## src/rtl/dct_pkg.sv

```systemverilog
// Shared constants and index helper for the 8x8 DCT transpose buffer.
// The transpose is a pure bit-field swap because N is a power of two.
package dct_pkg;

    localparam int DCT_N     = 8;
    localparam int DCT_BLK   = 64;
    localparam int DCT_IDX_W = 6;
    localparam int DCT_ROW_W = 3;

    // Raster index r*N+c becomes column-major index c*N+r
    function automatic logic [DCT_IDX_W-1:0] dct_tpose_idx(input logic [DCT_IDX_W-1:0] idx);
        return {idx[DCT_ROW_W-1:0], idx[DCT_IDX_W-1:DCT_ROW_W]};
    endfunction

endpackage

```

## src/rtl/dct_tpose_bank.sv

```systemverilog
// One N*N-entry coefficient bank: synchronous write, combinational read.
// Contents are deliberately left unreset; bank validity is tracked by the owner.
module dct_tpose_bank
    import dct_pkg::*;
#(
    parameter int bit_width = 16,
    parameter int depth     = DCT_BLK,
    parameter int idx_w     = DCT_IDX_W
) (
    input  logic                 clk,
    input  logic                 we,
    input  logic [idx_w-1:0]     waddr,
    input  logic [bit_width-1:0] wdata,
    input  logic [idx_w-1:0]     raddr,
    output logic [bit_width-1:0] rdata
);

    logic [bit_width-1:0] mem_r [depth];

    // Storage write port
    always_ff @(posedge clk) begin
        if (we) begin
            mem_r[waddr] <= wdata;
        end
    end

    assign rdata = mem_r[raddr];

endmodule

```

## src/rtl/dct_transpose_buffer.sv

```systemverilog
// Ping-pong 8x8 transpose buffer: raster-order writes into one bank while the
// other bank is read out column-major through a registered output stage.
module dct_transpose_buffer
    import dct_pkg::*;
#(
    parameter int bit_width = 16,
    parameter int N         = DCT_N
) (
    input  logic                 clk,
    input  logic                 rst_n,
    input  logic                 in_valid,
    output logic                 in_ready,
    input  logic [bit_width-1:0] in_data,
    output logic                 out_valid,
    input  logic                 out_ready,
    output logic [bit_width-1:0] out_data,
    output logic                 out_last
);

    localparam int ROW_W = $clog2(N);
    localparam int IDX_W = 2 * ROW_W;
    localparam int BLK   = N * N;
    localparam logic [IDX_W-1:0] LAST_IDX = IDX_W'(BLK - 1);
    localparam logic [IDX_W-1:0] ONE_IDX  = IDX_W'(1);
    localparam logic [IDX_W-1:0] ZERO_IDX = IDX_W'(0);

    logic [1:0]           full_r;
    logic [1:0]           full_nxt_s;
    logic                 wr_bank_r;
    logic                 rd_bank_r;
    logic [IDX_W-1:0]     wr_cnt_r;
    logic [IDX_W-1:0]     rd_cnt_r;
    logic                 out_valid_r;
    logic                 out_last_r;
    logic [bit_width-1:0] out_data_r;

    logic                 wr_en_s;
    logic                 wr_done_s;
    logic                 rd_load_s;
    logic                 rd_done_s;
    logic [IDX_W-1:0]     rd_idx_s;
    logic [bit_width-1:0] rd_data_s;
    logic [bit_width-1:0] bank0_rdata_s;
    logic [bit_width-1:0] bank1_rdata_s;

    // Column-major read address: swap the row and column halves of rd_cnt
    generate
        if (N == DCT_N) begin : g_pkg_idx
            assign rd_idx_s = IDX_W'(dct_tpose_idx(DCT_IDX_W'(rd_cnt_r)));
        end else begin : g_gen_idx
            assign rd_idx_s = {rd_cnt_r[ROW_W-1:0], rd_cnt_r[IDX_W-1:ROW_W]};
        end
    endgenerate

    // Handshake decode, bank read mux and next bank-full flags
    always_comb begin
        wr_en_s   = in_valid && !full_r[wr_bank_r];
        wr_done_s = wr_en_s && (wr_cnt_r == LAST_IDX);
        rd_load_s = full_r[rd_bank_r] && (!out_valid_r || out_ready);
        rd_done_s = rd_load_s && (rd_cnt_r == LAST_IDX);

        if (rd_bank_r) begin
            rd_data_s = bank1_rdata_s;
        end else begin
            rd_data_s = bank0_rdata_s;
        end

        // Writer and reader never complete the same bank in one cycle
        full_nxt_s = full_r;
        if (wr_done_s) begin
            full_nxt_s[wr_bank_r] = 1'b1;
        end else begin
            full_nxt_s[wr_bank_r] = full_r[wr_bank_r];
        end
        if (rd_done_s) begin
            full_nxt_s[rd_bank_r] = 1'b0;
        end else begin
            full_nxt_s[rd_bank_r] = full_nxt_s[rd_bank_r];
        end
    end

    // Bank flags plus write and read position counters
    always_ff @(posedge clk or negedge rst_n) begin
        if (!rst_n) begin
            full_r    <= 2'b00;
            wr_bank_r <= 1'b0;
            rd_bank_r <= 1'b0;
            wr_cnt_r  <= ZERO_IDX;
            rd_cnt_r  <= ZERO_IDX;
        end else begin
            full_r <= full_nxt_s;
            if (wr_done_s) begin
                wr_cnt_r  <= ZERO_IDX;
                wr_bank_r <= ~wr_bank_r;
            end else if (wr_en_s) begin
                wr_cnt_r <= wr_cnt_r + ONE_IDX;
            end
            if (rd_done_s) begin
                rd_cnt_r  <= ZERO_IDX;
                rd_bank_r <= ~rd_bank_r;
            end else if (rd_load_s) begin
                rd_cnt_r <= rd_cnt_r + ONE_IDX;
            end
        end
    end

    // Output stage: load the next transposed sample, hold under back-pressure
    always_ff @(posedge clk or negedge rst_n) begin
        if (!rst_n) begin
            out_valid_r <= 1'b0;
            out_last_r  <= 1'b0;
            out_data_r  <= {bit_width{1'b0}};
        end else if (rd_load_s) begin
            out_valid_r <= 1'b1;
            out_last_r  <= (rd_cnt_r == LAST_IDX);
            out_data_r  <= rd_data_s;
        end else if (out_ready) begin
            out_valid_r <= 1'b0;
        end
    end

    dct_tpose_bank #(
        .bit_width (bit_width),
        .depth     (BLK),
        .idx_w     (IDX_W)
    ) u_bank0 (
        .clk   (clk),
        .we    (wr_en_s && !wr_bank_r),
        .waddr (wr_cnt_r),
        .wdata (in_data),
        .raddr (rd_idx_s),
        .rdata (bank0_rdata_s)
    );

    dct_tpose_bank #(
        .bit_width (bit_width),
        .depth     (BLK),
        .idx_w     (IDX_W)
    ) u_bank1 (
        .clk   (clk),
        .we    (wr_en_s && wr_bank_r),
        .waddr (wr_cnt_r),
        .wdata (in_data),
        .raddr (rd_idx_s),
        .rdata (bank1_rdata_s)
    );

    assign in_ready  = !full_r[wr_bank_r];
    assign out_valid = out_valid_r;
    assign out_data  = out_data_r;
    assign out_last  = out_last_r;

endmodule

```

## config.mk

```make
export PLATFORM = sky130hd
export DESIGN_NAME = dct_transpose_buffer
export DESIGN_NICKNAME = d
export VERILOG_FILES = /design/src/rtl/dct_pkg.sv /design/src/rtl/dct_tpose_bank.sv /design/src/rtl/dct_transpose_buffer.sv
export SDC_FILE = /design/constraint.sdc
export NUM_CORES = 2
export LEC_CHECK = 0
export BUFFER_PORTS_ARGS = -buffer_cell sky130_fd_sc_hd__clkbuf_2
export CAP_MARGIN = 0
export CORE_AREA = 2 2 454 456
export DETAILED_ROUTE_END_ITERATION = 10
export DIE_AREA = 0 0 456 458
export GPL_TIMING_DRIVEN = 0
export PLACE_DENSITY = 0.63
export RECOVER_POWER = 100
export SLEW_MARGIN = 5
export SYNTH_ARGS = -nofsm -noshare
export SYNTH_HDL_FRONTEND = slang
export SYNTH_HIERARCHICAL = 1
export SYNTH_SLANG_ARGS = --single-unit
```

## constraint.sdc

```tcl
create_clock -name clk -period 3.7 [get_ports clk]
set_clock_uncertainty 0.1 [all_clocks]
set_input_delay 0.555 -clock clk [delete_from_list [all_inputs] [get_ports clk]]
set_output_delay 0.555 -clock clk [all_outputs]
set_load 0.005 [all_outputs]
```

==> run metrics <==
Max VDD drop=~470 uV; WL/cell=slightly above 30 microns; layout net count=4,193; CTS tree=yes; Worst R2R Start=rd_cnt_r[4]; placed cell areas=between 80,000 and 90,000 sq um; Root Buffer=clkbuf_16; post-route ant nets=0; setup TNS=-2.71 ns; crit path launch=rd_cnt_r[4]; drt via density=about 5.8; Worst-path clk slew=about 0.060 ns; vias in the first global route=between 40k and 50k; Startpoint Class=flip-flop; Worst Reg2Reg Path Length in Cells=10; hold slack=0.0745 ns; Final setup viols=between 50 and 60; required time worst endpoint=roughly 4.3 ns; Worst Path Max Fanout=12; gr usage total=0.205; row count=roughly 170; fin cells=approximately 7k; initial antenna violation count=7; critical path class=flip-flop to flip-flop; hold depth=3; port buffer count=37; Syn Std Cell Area=81,100 sq um; die area=209,000 sq um; sequential share of the synthesized area=0.768; unrepaired setup endpoints after global routing=false; Remaining DRCs=0; hpwl dp=142,000 microns; CTS max path bufs=3; Syn Inst Count=3,784; Initial Util=0.398; Arr. time, crit path=around 4.4 ns; Synth Register Bits=2,082; WL final=217,000 microns; Synth Warn #=6; post-synthesis cell type count=roughly 60; Mean Syn Cell Area=approximately 21 sq um; Clk Latency, worst-skew pair=0.84 ns; status=finished, violations left; Post-synth EDFFs=between 2k and 2.5k; PwrDens=between 600 and 700 nW/um^2; Final Max Tran Viols=1,286; FILL cells=approximately 17k; DR pass1 iterations=5; commonest non-fill, non-tap cell in the layout=edfxtp_1; slowest CP cell=dfrtp_4; first-pass GRT wire length=between 300,000 and 400,000 microns; ys async rst share=0.0163; Rel. slew slack=-1.16; pin count of the biggest net entering global routing=121; number of max-cap violations=21; final setup margin=-0.114 ns; Hold Startpoint=in_valid; Period minus WS final=3.81 ns; final worst-path cycle share=1.03; RePlAce Congestion=a little over 1; Die Y=between 400 and 500 microns; Final Hold Viols=0; Clock Sinks=2,082; Ports=39; Worst Hold Class=input port to flip-flop; critical path, cell by cell=buf_2, buf_4, clkbuf_2, mux4_2, nand2_1, nand3_1, a21oi_1, nor4_2, mux2i_1, o21ai_0; syn nets=about 3.8k; Worst Max-Slew Pin Slew=3.24 ns; synthesis-to-finish area growth=13.7%; Fmax=roughly 260 MHz; DR iter-0 viols=slightly above 5k; main flop type after synthesis=edfxtp_1; total vias in the final route=40.9k; most frequent cells in the layout=2,048 x edfxtp_1, 440 x mux4_2, 200 x clkbuf_16; CP endpoint kind=flip-flop; layout cells sized above 1=0.251; post-route cell area=slightly above 90,000 sq um; PnR Total Power=slightly above 0.06 W; Die Wd=~460 microns; grt total ovfl=0; core area=just over 200,000 sq um; failing checks=max-capacitance violations, max-slew violations, negative setup slack; max incr delay on CP=about 0.62 ns; Leak Pwr=between 20 and 30 nW; TritonCTS Buffers=about 200; Post-Place Cells=roughly 6.7k; htree depth=4
-- Yosys cell counts (7+ instances only) --
library cell / number / area share
edfxtp_1: 2048 / 0.76
mux4_2: 440 / 0.12
mux2i_1: 187 / 0.023
nor2_1: 145 / 0.0067
nand2_1: 123 / 0.0057
a22oi_1: 78 / 0.0072
buf_2: 74 / 0.0046
nor2b_1: 61 / 0.0047
mux2_2: 56 / 0.0078
nand3_1: 56 / 0.0035
clkbuf_1: 52 / 0.0024
o21ai_0: 45 / 0.0028
a21oi_1: 37 / 0.0023
buf_6: 36 / 0.0050
dfrtp_1: 34 / 0.010
a221oi_1: 32 / 0.0035
nand4_1: 27 / 0.0021
buf_4: 26 / 0.0024
a31oi_1: 19 / 0.0015
a211o_1: 17 / 0.0018
a211oi_1: 16 / 0.0015
a311oi_1: 16 / 0.0017
a221o_1: 12 / 0.0015
a22o_1: 12 / 0.0013
and4_1: 11 / 0.0012
a41oi_1: 10 / 0.0011
buf_12: 10 / 0.0025
mux4_1: 8 / 0.0026
nand2b_1: 7 / 0.00054
o21ai_1: 7 / 0.00043
-- cells by family (layout without fill, tap and decap cells) --
group | count (synthesis) | count (layout) | share of synthesized area
xor+xnor | 6 | 6 | 0.000648
simple gates | 469 | 469 | 0.0283
buf+inv | 222 | 779 | 0.0189
other cells | 0 | 2 | 0
flops | 2082 | 2082 | 0.768
mux | 692 | 692 | 0.156
compound gates | 311 | 311 | 0.0276
fa+ha+maj | 2 | 2 | 0.000308
-- where the power goes --
part           internal (W)  switching [W]  total, W
Sequential           0.0265       0.000519    0.0270
Clock                0.0111        0.00872    0.0198
Combinational       0.00475        0.00938    0.0141
Total                0.0423         0.0186    0.0610
-- worst max-delay path: cells and delay by family, from the launching register on --
family,cells,cell delay [ns]
muxes,2,0.99
buffers and inverters,3,1.19
AOI/OAI and AO/OA,2,0.46
and+or+nand+nor,3,0.29
DFF,1,0.62
-- final cells by class --
cell class | instances | area, sq um | area share
inverters | 6 | 22.5 | 0.000244
repair buffers | 186 | 1120 | 0.0121
multi-input cells | 1480 | 17600 | 0.190
well taps | 2688 | 3360 | 0.0364
flip-flops and latches | 2082 | 62400 | 0.676
diodes | 2 | 5.00 | 0.0000542
clock buffers | 259 | 5230 | 0.0566
plain buffers | 216 | 1560 | 0.0169
clock inverters | 112 | 1080 | 0.0117
-- timing repair --
action                                  4_1_cts  5_1_grt
setup buffers                                 0        0
endpoints found under the setup margin      141       11
gates resized for setup                      57       30
hold buffers                                  6        0
hold endpoints to repair                     82        0
-- layer usage --
layer / part of all wire / vias up / global-route usage
li1: - / 16666 / -
met1: 0.39 / 21864 / 0.277
met2: 0.48 / 1899 / 0.330
met3: 0.079 / 436 / 0.0372
met4: 0.047 / 2 / 0.0848
met5: 0.000055 / - / 0
-- final timing paths --
check | endpoint | slack [ns]
min reg2reg | out_data[10] | 0.44
max in group asynchronous | rd_cnt_r[4] | 1.46
max reg2reg | out_data[7] | -0.11
min in group asynchronous | out_valid | 0.68
max | out_data[7] | -0.11
min | wr_cnt_r[4] | 0.07
-- state kept, by name, summed over array words and instances, names as in the netlist --
signal and count:
rd_bank_r 1, out_data 16, out_valid 1, full_r 2
out_last 1, wr_bank_r 1, wr_cnt_r 6, u_bank1/mem_r 1024
u_bank0/mem_r 1024, rd_cnt_r 6
-- per-stage QoR --
step                       util  setup slack (ns)
after floorplan               -             0.378
after CTS                 0.462           -0.0759
after global placement    0.416             -1.40
after detailed placement  0.430             -1.04
after global routing      0.453           0.00650
final                     0.453            -0.114
Power figures use the tool's default switching activity.
